### src/rtl/conv_encoder_tx_if.sv
// conv_encoder_tx_if: bit-in / symbol-out handshake bundle for conv_encoder_tx.
interface conv_encoder_tx_if;
   logic       enable_i;
   logic       d_in;
   logic       last_i;
   logic       ready_o;
   logic       valid_o;
   logic [1:0] d_out;
   logic       frame_done_o;
   logic       overflow_o;
   modport master (output enable_i, d_in, last_i, input ready_o, valid_o, d_out, frame_done_o, overflow_o);
   modport slave (input enable_i, d_in, last_i, output ready_o, valid_o, d_out, frame_done_o, overflow_o);
endinterface

### src/rtl/conv_encoder_tx.sv
// conv_encoder_tx: rate-1/2 K=3 convolutional encoder, one-cycle latency.
// CONV_ENC_TAIL_FLUSH_EN adds a two-symbol zero tail that flushes sr at frame end.
module conv_encoder_tx #(
   parameter logic [2:0] G0 = 3'b111,
   parameter logic [2:0] G1 = 3'b101
) (
   input logic clk,
   input logic rst,
   conv_encoder_tx_if.slave bus
);
`ifdef CONV_ENC_TAIL_FLUSH_EN
   typedef enum logic [1:0] {IDLE, DATA, TAIL} state_t;
`else
   typedef enum logic [1:0] {IDLE, DATA} state_t;
`endif
   state_t state, state_nxt;
   logic [1:0] sr, sr_nxt, sym, dout;
   logic d, in_tail, ready, accept, emit, last_sym, valid, done;
`ifdef CONV_ENC_TAIL_FLUSH_EN
   logic tcnt, ovf;
   assign in_tail = state == TAIL;
   assign ready = !in_tail;
   assign last_sym = in_tail && tcnt;
   assign state_nxt = in_tail ? (tcnt ? IDLE : TAIL) : accept ? (bus.last_i ? TAIL : DATA) : state;
   assign bus.overflow_o = ovf;
`else
   assign in_tail = 1'b0;
   assign ready = 1'b1;
   assign last_sym = accept && bus.last_i;
   assign state_nxt = accept ? (bus.last_i ? IDLE : DATA) : state;
   assign bus.overflow_o = 1'b0;
`endif
   assign accept = bus.enable_i && ready;
   // tail cycles shift zeros in regardless of d_in
   assign d = !in_tail && bus.d_in;
   assign emit = accept || in_tail;
   assign sym = {^(G0 & {d, sr}), ^(G1 & {d, sr})};
   assign sr_nxt = last_sym ? 2'b00 : emit ? {d, sr[1]} : sr;
   always_ff @(posedge clk or negedge rst) begin
      if (!rst) begin
         state <= IDLE;
         sr <= 2'b00;
         valid <= 1'b0;
         dout <= 2'b00;
         done <= 1'b0;
`ifdef CONV_ENC_TAIL_FLUSH_EN
         tcnt <= 1'b0;
         ovf <= 1'b0;
`endif
      end else begin
         state <= state_nxt;
         sr <= sr_nxt;
         valid <= emit;
         dout <= emit ? sym : dout;
         done <= last_sym;
`ifdef CONV_ENC_TAIL_FLUSH_EN
         tcnt <= in_tail && !tcnt;
         ovf <= ovf || (bus.enable_i && !ready);
`endif
      end
   end
   assign bus.ready_o = ready;
   assign bus.valid_o = valid;
   assign bus.d_out = dout;
   assign bus.frame_done_o = done;
endmodule

### src/flat_wrapper.sv
// flat-port wrapper written by rule: the top's interface ports become plain ports
module conv_encoder_tx_flat 
#(
   parameter logic [2:0] G0 = 3'b111,
   parameter logic [2:0] G1 = 3'b101
)
  (clk, rst, bus_enable_i, bus_d_in, bus_last_i, bus_ready_o, bus_valid_o, bus_d_out, bus_frame_done_o, bus_overflow_o);
  conv_encoder_tx_if bus_i ();
  input logic clk;
  input logic rst;
  input wire logic [$bits(bus_i.enable_i)-1:0] bus_enable_i;
  input wire logic [$bits(bus_i.d_in)-1:0] bus_d_in;
  input wire logic [$bits(bus_i.last_i)-1:0] bus_last_i;
  output wire logic [$bits(bus_i.ready_o)-1:0] bus_ready_o;
  output wire logic [$bits(bus_i.valid_o)-1:0] bus_valid_o;
  output wire logic [$bits(bus_i.d_out)-1:0] bus_d_out;
  output wire logic [$bits(bus_i.frame_done_o)-1:0] bus_frame_done_o;
  output wire logic [$bits(bus_i.overflow_o)-1:0] bus_overflow_o;
  assign bus_i.enable_i = bus_enable_i;
  assign bus_i.d_in = bus_d_in;
  assign bus_i.last_i = bus_last_i;
  assign bus_ready_o = bus_i.ready_o;
  assign bus_valid_o = bus_i.valid_o;
  assign bus_d_out = bus_i.d_out;
  assign bus_frame_done_o = bus_i.frame_done_o;
  assign bus_overflow_o = bus_i.overflow_o;
  conv_encoder_tx #(.G0(G0), .G1(G1)) u_core (.clk(clk), .rst(rst), .bus(bus_i));
endmodule
### config.mk
export PLATFORM = sky130hd
export DESIGN_NAME = conv_encoder_tx_flat
export DESIGN_NICKNAME = d
export VERILOG_FILES = /design/src/rtl/conv_encoder_tx_if.sv /design/src/rtl/conv_encoder_tx.sv /design/src/flat_wrapper.sv
export SDC_FILE = /design/constraint.sdc
export NUM_CORES = 1
export LEC_CHECK = 0
export CAP_MARGIN = 15
export CORE_AREA = 2 2 39 41
export CTS_CLUSTER_DIAMETER = 60
export DETAILED_ROUTE_END_ITERATION = 8
export DIE_AREA = 0 0 41 43
export GPL_TIMING_DRIVEN = 0
export PLACE_DENSITY = 0.48
export SLEW_MARGIN = 0
export SYNTH_ARGS = -nofsm -noshare
export SYNTH_HDL_FRONTEND = slang
export SYNTH_SLANG_ARGS = --single-unit
export TNS_END_PERCENT = 100
### constraint.sdc
create_clock -name clk -period 1.5 [get_ports clk]
set_clock_uncertainty 0.05 [all_clocks]
set_input_delay 0.15 -clock clk [delete_from_list [all_inputs] [get_ports clk]]
set_output_delay 0.15 -clock clk [all_outputs]
set_load 0.01 [all_outputs]
==> flow_summary.toml, run 1 <==
[synth]
yosysUniqueCellTypes = 13
synth_area_um2 = 266.5
yosys_warnings = 0
ys_ff_latch = 6
synth.avg_cell_area_um2 = 11.59
yosysSeqAreaShare = 0.5634
syn_nets = 28
synthCells = 23

[critical_path]
cp.arrival_ns = 1.12
cp-start-kind = "flop"
critPathKind = "flop to output pin"
path_cells = "clkdlybuf4s50_1"
cpPeakStageDelay_ns = 0.54
cp.required_ns = 1.30
end_kind = "output pin"
cpMaxStageDelayCell = "clkdlybuf4s50_1"
path_buf_inv = 1
critical_path.top_delay_family = "buffers and inverters"
path_max_fanout = 2

[timing]
post-route-min-period_ns = 1.321
setup_viol = 0
hold_viol = 0
finalCritPeriodShare = 0.8806
fin_setup_tns_ns = 0
finalMaxSlewViolations = 0
hold_ws_ns = 0.09897
grt_setup_unrepaired = "no"
clock.fmax_mhz = 757.0

[power]
seqPwrFrac = 0.445
power.density_mw_per_mm2 = 1097
clockPowerShare = 0.343
p_leak_nw = 0.1720
switching_share = 0.2290
p_int_mw = 0.3291
max-vdd-ir-drop_mv = 0.5087
p_comb_frac = 0.212
netSwitchingPower_mw = 0.09773

[clock_tree]
insertion_delay_ns = 0.24
cts.sinks = 6
numCtsBuffers = 3
htreeDepth = 1
cts_tree = "done"
cts_resized = 0
cts_root_buffer = "clkbuf_4"
post_cts_buffers = 0
ctsHoldBuffers = 0
cts_buffer_depth = 2
clk_pin_slew_ns = 0.04

[final_layout]
layout_common_cells = "clkdlybuf4s50_1, dfrtp_1, clkbuf_4"
layout.nets = 41
final_common_cell = "clkdlybuf4s50_1"
fill_cells = 150
antenna_cells = 0
register_area_um2 = 150.1
stdcell_area_um2 = 389.1
area_delta_synth_final_pct = 46.01
multi_input_area_um2 = 90.09
drive_gt1_frac = 0.1765

[worst_hold_path]
hold_path.class = "primary input to async pin"

[detailed_routing]
drt_iter0_drc = 3
drcViolationCount = 0
drt-total-wl_um = 455
firstDrtPassIters = 4
wl_per_cell_um = 9.100
dr_total_vias = 184
drt-vias-per-instance = 3.680
ant_nets = 0

[global_route]
grt.overflow.total = 0
gr-usage-all-layers = 0.07482
grt_max_degree = 9
antenna_found_initial = 0
grt_pass1_vias = 181
grt_pass1_wl_um = 772

[floorplan]
dieHeight_um = 43
start_util = 0.1926
die_area_mm2 = 0.001763
io_pins = 11
num_rows = 14
die_x_um = 41
core_area_mm2 = 0.001384

[place]
post_dp_cell_area_um2 = 366.6
gp_congestion = 0.6420
portBuffers = 8

[status]
status = "completed"

[job]
cap_viol_max_count = 0
cells by family after synthesis:
kind of cell / count (synthesis) / synth area share
buffers and inverters: 5 / 0.09857
muxes: 1 / 0.05632
xor gates and xnor gates: 2 / 0.1221
AOI/OAI and AO/OA: 3 / 0.06570
DFF: 6 / 0.5634
and+or+nand+nor: 4 / 0.06574
other: 2 / 0.02818
layer usage:
layer	track usage	up-vias	part of all wire	wire length [µm]
li1	-	90	-	-
met1	0.07566	81	0.42	191
met2	0.09375	13	0.42	193
met3	0.07853	0	0.15	70
met4	0.04000	0	0	0
met5	0	-	0	0
stage by stage:
step,setup WS [ns],total power [mW],utilization,std cells
2_1_floorplan,0.3431,0.2367,-,23
3_3_place_gp,-0.03003,0.2820,0.2649,47
3_5_place_dp,-0.03129,0.2827,0.2649,47
4_1_cts,0.1669,0.4371,0.2812,50
5_1_grt,0.1171,0.4597,0.2812,50
6_report,0.1791,0.4268,0.2812,50
cell type report:
cell class	instances	area share
multi-input cells	12	0.2315
plain buffers	3	0.04823
inverters	2	0.01929
clock buffers	3	0.05788
repair buffers	8	0.2058
flip-flops and latches	6	0.3859
well taps	16	0.05145
power groups by stage:
stage	combinational, mW	sequential [mW]	clock (mW)
6_report	0.0905	0.190	0.146
5_1_grt	0.0987	0.193	0.168
4_1_cts	0.0917	0.190	0.155
3_5_place_dp	0.0909	0.192	0
3_3_place_gp	0.0908	0.191	0
2_1_floorplan	0.0388	0.198	0
synth_stat cells (all sizes together):
library cell / instances / area, µm²
a21oi: 1 / 5.000
and2: 1 / 6.260
buf: 2 / 15.01
clkbuf: 1 / 3.750
conb: 2 / 7.510
dfrtp: 6 / 150.1
inv: 2 / 7.510
mux2: 1 / 15.01
nand2: 2 / 7.510
nor2: 1 / 3.750
o22ai: 2 / 12.51
xnor2: 1 / 8.760
xor3: 1 / 23.77
registers in the layout, indices dropped and copies added, names as in the netlist:
signal,count
u_core.bus.d_out,2
u_core.sr,2
u_core.bus.frame_done_o,1
u_core.bus.valid_o,1
path summary, 6_finish.rpt:
check | slack [ns] | depth (start not counted) | start | end
hold reg to reg | 0.47 | 1 | u_core.bus.d_out[1]$_DFFE_PN0P_ | u_core.bus.d_out[1]$_DFFE_PN0P_
min in group clk | 0.34 | 1 | bus_enable_i | u_core.bus.valid_o$_DFF_PN0_
max in group asynchronous | 1.08 | 1 | rst | u_core.sr[1]$_DFFE_PN0P_
setup / recovery | 0.18 | 1 | u_core.bus.d_out[1]$_DFFE_PN0P_ | bus_d_out[1]
hold / removal | 0.1 | 1 | rst | u_core.bus.valid_o$_DFF_PN0_
setup reg to reg | 0.30 | 2 | u_core.sr[0]$_DFFE_PN0P_ | u_core.bus.d_out[1]$_DFFE_PN0P_
(Power assumes the default switching activity.)
==> run 2, diff against run 1 <==
Settings changed: SLEW_MARGIN 0 to 5.
Clock period 1.5 ns to 1.6 ns, I/O delays scaled along.
==> results of run 2 <==
Same layout as run 1 (identical final DEF). Status: completed.
Main changes from that run: setup slack after placement -0.03129 ns -> 0.05871 ns; setup slack after layout 0.1791 ns -> 0.2691 ns; hold slack 0.09897 ns -> 0.1090 ns; register-to-register setup slack 0.30 ns -> 0.40 ns; total power 0.4268 mW -> 0.4001 mW; worst IR drop on VDD 0.5087 mV -> 0.4769 mV
==> run 3, diff against run 2 <==
Clock period 1.6 ns to 1.4 ns, I/O delays scaled along.
==> results of run 3 <==
Same layout as run 1 (identical final DEF). Status: completed.
Main changes from that run: setup slack after placement -0.03129 ns -> -0.1213 ns; setup slack after layout 0.1791 ns -> 0.08907 ns; hold slack 0.09897 ns -> 0.08897 ns; register-to-register setup slack 0.30 ns -> 0.20 ns; total power 0.4268 mW -> 0.4573 mW; worst IR drop on VDD 0.5087 mV -> 0.5450 mV
